## src/rtl/fetch_ctrl.sv

```systemverilog
// Instruction fetch controller: sequences fetch addresses into a one-cycle synchronous
// instruction memory and lends the memory port to a loader while idle or halted.
module fetch_ctrl #(
    parameter int ADDR_WIDTH = 9,
    parameter int CNT_WIDTH  = 16
) (
    input  logic                  clk,
    input  logic                  rst_n,
    input  logic                  start,
    input  logic                  halt_req,
    input  logic                  stall,
    input  logic                  branch_en,
    input  logic [ADDR_WIDTH-1:0] branch_target,
    input  logic                  ld_req,
    input  logic [ADDR_WIDTH-1:0] ld_addr,
    output logic                  ld_gnt,
    output logic [ADDR_WIDTH-1:0] mem_addr,
    output logic                  mem_en,
    output logic                  instr_valid,
    output logic [ADDR_WIDTH-1:0] fetch_pc,
    output logic [1:0]            state_o,
    output logic                  halted,
    output logic [CNT_WIDTH-1:0]  fetch_count
);

    localparam logic [1:0] S_IDLE  = 2'd0;
    localparam logic [1:0] S_RUN   = 2'd1;
    localparam logic [1:0] S_STALL = 2'd2;
    localparam logic [1:0] S_HALT  = 2'd3;

    logic [1:0]            state;
    logic [1:0]            state_nxt;
    logic [ADDR_WIDTH-1:0] pc;
    logic                  issue;
    logic [ADDR_WIDTH-1:0] issue_addr;

    always_ff @(posedge clk or negedge rst_n) begin
        if (!rst_n) begin
            state <= S_IDLE;
        end else begin
            state <= state_nxt;
        end
    end

    always_comb begin
        state_nxt = state;
        case (state)
            S_IDLE: begin
                if (start) state_nxt = S_RUN;
            end
            S_RUN: begin
                if (halt_req)   state_nxt = S_HALT;
                else if (stall) state_nxt = S_STALL;
            end
            S_STALL: begin
                if (halt_req)    state_nxt = S_HALT;
                else if (!stall) state_nxt = S_RUN;
            end
            S_HALT: begin
                if (start) state_nxt = S_RUN;
            end
            default: state_nxt = S_IDLE;
        endcase
    end

    // Handshake: mem_en qualifies mem_addr in the same cycle; instr_valid qualifies
    // fetch_pc one cycle later; stall is the downstream not-ready and blocks any issue.
    always_comb begin
        issue      = (state == S_RUN) && !halt_req && !stall;
        ld_gnt     = ((state == S_IDLE) || (state == S_HALT)) && ld_req && !start;
        issue_addr = branch_en ? branch_target : pc;
        mem_en     = issue || ld_gnt;
        halted     = (state == S_HALT);
        if (ld_gnt)     mem_addr = ld_addr;
        else if (issue) mem_addr = issue_addr;
        else            mem_addr = pc;
    end

    assign state_o = state;

    // Loader accesses never set instr_valid; only fetch issues return instructions.
    always_ff @(posedge clk or negedge rst_n) begin
        if (!rst_n) begin
            pc          <= '0;
            instr_valid <= 1'b0;
            fetch_pc    <= '0;
            fetch_count <= '0;
        end else begin
            instr_valid <= issue;
            if (issue) begin
                pc       <= issue_addr + 1'b1;
                fetch_pc <= issue_addr;
            end
            if ((state == S_IDLE) && start) begin
                fetch_count <= '0;
            end else if (issue && (fetch_count != '1)) begin
                fetch_count <= fetch_count + 1'b1;
            end
        end
    end

endmodule

```

## config.mk

```make
export PLATFORM = sky130hd
export DESIGN_NAME = fetch_ctrl
export DESIGN_NICKNAME = d
export VERILOG_FILES = /design/src/rtl/fetch_ctrl.sv
export SDC_FILE = /design/constraint.sdc
export NUM_CORES = 1
export LEC_CHECK = 0
export ABC_CLOCK_PERIOD_IN_PS = 4680
export BUFFER_PORTS_ARGS = -buffer_cell sky130_fd_sc_hd__clkbuf_2
export CORE_ASPECT_RATIO = 2
export CORE_MARGIN = 3
export CORE_UTILIZATION = 25
export CTS_BUF_LIST = sky130_fd_sc_hd__clkbuf_16
export CTS_CLUSTER_DIAMETER = 30
export DETAILED_ROUTE_END_ITERATION = 6
export PLACE_DENSITY = 0.44
export SETUP_SLACK_MARGIN = 0.4
export SLEW_MARGIN = 15
export SYNTH_ARGS = -nofsm -noshare
export SYNTH_HDL_FRONTEND = slang
export SYNTH_SLANG_ARGS = --single-unit
export TNS_END_PERCENT = 20
```

## constraint.sdc

```tcl
create_clock -name clk -period 4.68 [get_ports clk]
set_input_delay 0.234 -clock clk [delete_from_list [all_inputs] [get_ports clk]]
set_output_delay 0.234 -clock clk [all_outputs]
set_load 0.005 [all_outputs]
```

* After elaboration in Yosys (flattened, before gate mapping)
Cells that the tools add are included.
Storage, ports and cells: register bits 37, input bits 25, output and inout port bits 40
Operators by class: $add $sub $neg 2, equal/unequal tests 7, muxes and demuxes 11, reduce and logical (&&, ||, !) cells 15
Operators by type and width (count):
- $mux 16 | 2
- $mux 9 | 3
- $add 16x1->16 const B | 1
- $ne 16x16->1 const B | 1
- $mux 2 | 5
- $add 9x1->9 const B | 1
- $logic_and 1x1->1 | 6
- $ne 3x3->1 const B | 2
- $pmux 2 s3 | 1
- $eq 2x2->1 const B | 2
- $logic_not 1->1 | 3
- $reduce_and 3->1 | 1
- $eq 2x1->1 const B | 1
- $logic_not 2->1 | 1
- $logic_or 1x1->1 | 2
- $ne 2x1->1 const B | 1
- $reduce_bool 2->1 | 1
- $reduce_or 2->1 | 1

* Longest topological paths before layout
depth in word-level cells 6, gate-level depth with buffers 10, gate-level depth less buffers 8

* Worst setup path before layout
Ideal clock, no wire load.
path kind reg2reg, from register state[1], in the netlist state_o[1], to register fetch_count[11], data arrival time 1944 ps, required time 4602 ps, path slack 2657 ps, stages on the path, launching flop included 10, buffers on the path 2, clock period less this slack 2023 ps, cells stage by stage dfrtp_1 inv_1 ha_1 or3b_1 buf_6 clkinv_4 buf_8 o21ai_2 or4_1 a21oi_1
Between the ends: longest elaborated chain between the ends 5
RTL lines:
- start: declaration | RTL line 31 | logic [1:0] state;
- start signal: assignment | RTL line 41 | state <= state_nxt;
- $eq 2x1->1 | RTL line 69 | issue = (state == S_RUN) && !halt_req && !stall;
- $logic_and 1x1->1 (2 in series) | RTL line 69
- $logic_and 1x1->1 | RTL line 96 | end else if (issue && (fetch_count != '1)) begin
- $reduce_bool 2->1 (no source line)
- end signal: assignment | RTL line 97 | fetch_count <= fetch_count + 1'b1;
- end: declaration | RTL line 23 | output logic [CNT_WIDTH-1:0] fetch_count
Several ways; a longest one is shown, not always the timed one. A chain may end at the register's enable or synchronous reset.

* Worst setup path in the final report
from register state[1], in the netlist state_o[1], to output mem_addr[2]
Between the ends: longest elaborated chain between the ends 5
RTL lines:
- $eq 2x1->1, or another cell as far along | RTL line 69
- $logic_and 1x1->1 / $logic_or 1x1->1 (equally long branches) | RTL line 69, 70
- $logic_and 1x1->1 (on tied branches) | RTL line 69, 70
- $mux 9 / $logic_and 1x1->1 (equally long branches) | RTL line 75, 70
- $mux 9 (*) | RTL line 74 | if (ld_gnt) mem_addr = ld_addr;
- end: declaration | RTL line 17 | output logic [ADDR_WIDTH-1:0] mem_addr,
Every way passes the cells marked *; elsewhere a longest branch is shown, timed or not.

==> results.env <==
RUN_STATUS='complete, no violations'
GRT_ANTENNA_BEFORE_REPAIR=0
FILLER_CELLS=1021
SYNTH.NET_COUNT=306
FINALNETCOUNT=364
DIE_WIDTH_UM=74.5
PLACE_INST=427
GRT_OVERFLOW_TOTAL=0
WL_PER_CELL_UM=16.3
ROWS=49
LAYOUT.CELLS.MOST_COMMON='clkbuf_2'
CLOCK_SINKS=37
NETLIST-CELL-TYPE-COUNT=48
SYNTHARSTFLOPSHARE_PCT=100
CTS_ROOT_BUF='clkbuf_16'
CTS-BUFFERS-INSERTED=5
FINISHED_CORE_UTIL_PCT=31.7
AVGVIACOUNTPERCELL=5.09
CLOCK_PATH_BUFFERS=2
DRC_ERRORS=0
CRITPATHARRIVALTIME_NS=2.48
MIN_PERIOD_OVER_PERIOD_PCT=57.9
DETAILED_PLACE_HPWL_UM=5340
FINALNONFILLERCELLS=435
POST_CTS_RESIZED=0
START_UTIL_PCT=25.9
POWER.TOTAL_mW=1.37
TIMING_WORST_SETUP_PATH_TYPE='flop to output port'
ANTENNA_LEFT=0
POWER_DENSITY_nW_PER_UM2=478
PLACE.PORT_BUFFERS=64
WORSTSETUPSTARTPOINTTYPE='flop'
FLOORPLAN.IO_PINS=65
CP_TOP_FAMILY='simple AND/OR/NAND/NOR gates'
SYNTH_SEQUENTIAL_AREA_RATIO_PCT=39.5
CRITPATHBUFINV=3
VIA_COUNT_OF_THE_FIRST_GLOBAL_ROUTING_PASS=2288
DIEHEIGHT_UM=143
CRITPATHREQUIREDTIME_NS=4.45
DRV_SLEW=0
GRT_FIRST_PASS_WIRELENGTH_UM=11600
SLEW_HEADROOM_PCT=33.2
CTS.CLK_SLEW.WORST_PATHS_NS=0.06
WORST_SLEW_PIN_SLEW_NS=1.00
WORSTPATHMAXFANOUT=20
POSTCTSHOLDBUFS=0
WHS_NS=0.104
STATIC-LEAKAGE-POWER_nW=1.30
MAX-VDD-IR-DROP_mV=0.160
POSTSYNTH.TOPFLOPCELL='dfrtp_1'
SYNTH_CELLS=274
CRIT_CHAIN='inv_1 > ha_1 > or3b_1 > clkinv_4 > and2_1 > mux2i_1 > o21ai_0 > clkbuf_2'
TRACK_USAGE_PCT=14.4
HOLD_VIOL=0
YS_SEQ_ELEMENTS=37
CORE-AREA_SQ_UM=9070
WORSTSETUPENDPOINTTYPE='output port'
LAYOUT-DRIVE-GT1-SHARE_PCT=24.6
DIE_AREA_SQ_UM=10700
NUM_VIAS=2214
TNS_NS=0
NUMBER_OF_H_TREE_LEVELS=2
SYNTH-EDFF-COUNT=0
CLK_LATENCY_NS=0.29
GRT_START_MAX_NET_PINS=38
FMAX_MHz=369
DRT_PASS1_ITERATIONS=4
AREAGROWTHSYNTHTOFINISH_PCT=22.7
ROUTED_WIRELENGTH_UM=7090
CRITICAL-PATH-SLOWEST-CELL='and2_1'
DRT_ITER0_MARKERS=142
CTS_SETUP_BUFFERS=0
UNREPAIRED_SETUP_ENDPOINTS_AFTER_GLOBAL_ROUTING='false'
PATH_CLASS_OF_THE_LOWEST_SLACK_MIN_DELAY_PATH='input port to asynchronous set/reset pin'
N_ANTENNA_CELL=0
GP_CONGESTION=0.755
CTS_TREE='yes'
SYNTH_AREA_PER_CELL_SQ_UM=8.56
SYNTH-WARNING-COUNT=0
LAYOUT.CELLS.MOST_COMMON_LIST='64 x clkbuf_2, 41 x nand2_1, 37 x dfrtp_1, 29 x o21ai_0, 21 x nor2_1'
CELL_AREA_AFTER_TECHNOLOGY_MAPPING_SQ_UM=2350
FINAL_PERIOD_MINUS_WORST_SETUP_SLACK_NS=2.71
CP_SLOWEST_STAGE_DELAY_NS=0.44
SKEW_NS=0.00390
SETUP_VIOL=0
MAXCAPVIOLCOUNT=0
layer usage:
layer / vias up / global-route usage (%) / part of all wire (%)
met1: 1061 / 14.8 / 37
met3: 10 / 2.26 / 3.7
met4: 0 / 6.47 / 2.6
met2: 54 / 27.2 / 57
met5: - / 0 / 0
li1: 1089 / - / -
per-stage QoR:
step	worst slack [ns]	cell area (sq um)
after global routing	1.69	2880
after CTS	1.89	2880
after floorplan	2.66	2350
after global placement	2.20	2740
after detailed placement	2.21	2740
final	1.97	2880
logic make-up after synthesis:
kind of cell    synth area share [%]
simple gates                    24.3
compound gates                  16.5
flops                           39.5
buf+inv                         4.53
mux                             6.61
xor+xnor                        4.85
fa+ha+maj                       3.73
synth_stat cells (all sizes together), types with 4 or more instances:
library cell / n / area (sq um)
a21oi: 16 / 80.1
buf: 6 / 45.0
clkbuf: 9 / 33.8
dfrtp: 37 / 926
ha: 7 / 87.6
inv: 5 / 18.8
mux2: 4 / 45.0
mux2i: 11 / 110
nand2: 41 / 154
nand2b: 6 / 37.5
nand3: 9 / 45.0
nand4: 7 / 43.8
nor2: 21 / 78.8
nor3: 7 / 35.0
o21ai: 30 / 154
or3: 5 / 31.3
xnor2: 6 / 52.6
xor2: 7 / 61.3
final timing paths:
path | from | to | slack (ns) | cells past startpoint
max | state_o[1] | mem_addr[2] | 1.97 | 8
min | rst_n | fetch_count[0] | 0.10 | 1
max in group asynchronous | rst_n | pc[3] | 3.95 | 1
max reg2reg | state_o[1] | fetch_count[9] | 2.47 | 7
min in group clk | branch_target[7] | fetch_pc[7] | 0.28 | 3
min reg2reg | fetch_pc[8] | fetch_pc[8] | 0.48 | 2
report_power, final:
group / internal [mW] / switching [mW]
logic: 0.234 / 0.291
clock network: 0.195 / 0.143
registers: 0.414 / 0.0966
total: 0.844 / 0.531
flip-flops by register name (all words and copies together) (netlist names):
name	flops
fetch_pc	9
state_o	2
instr_valid	1
pc	9
fetch_count	16
final cells by class:
cell class                 count  area, sq um  share of cell area [%]
clock buffer                   5          125                    4.35
clock inverter                 3         17.5                   0.609
inverter                       6         27.5                   0.957
multi-input combinational    216         1320                    45.8
sequential                    37          926                    32.2
tap                          102          128                    4.43
timing repair buffer          66          335                    11.7
worst reg2reg max path, stage by stage, from the launching register on:
cell and delay [ns]:
dfrtp_1 0.42, inv_1 0.11, ha_1 0.18, or3b_1 0.41, clkinv_4 0.16, o21ai_2 0.19
or4_1 0.51, a21oi_1 0.16
Note: power is estimated with default switching activity, not from simulation.
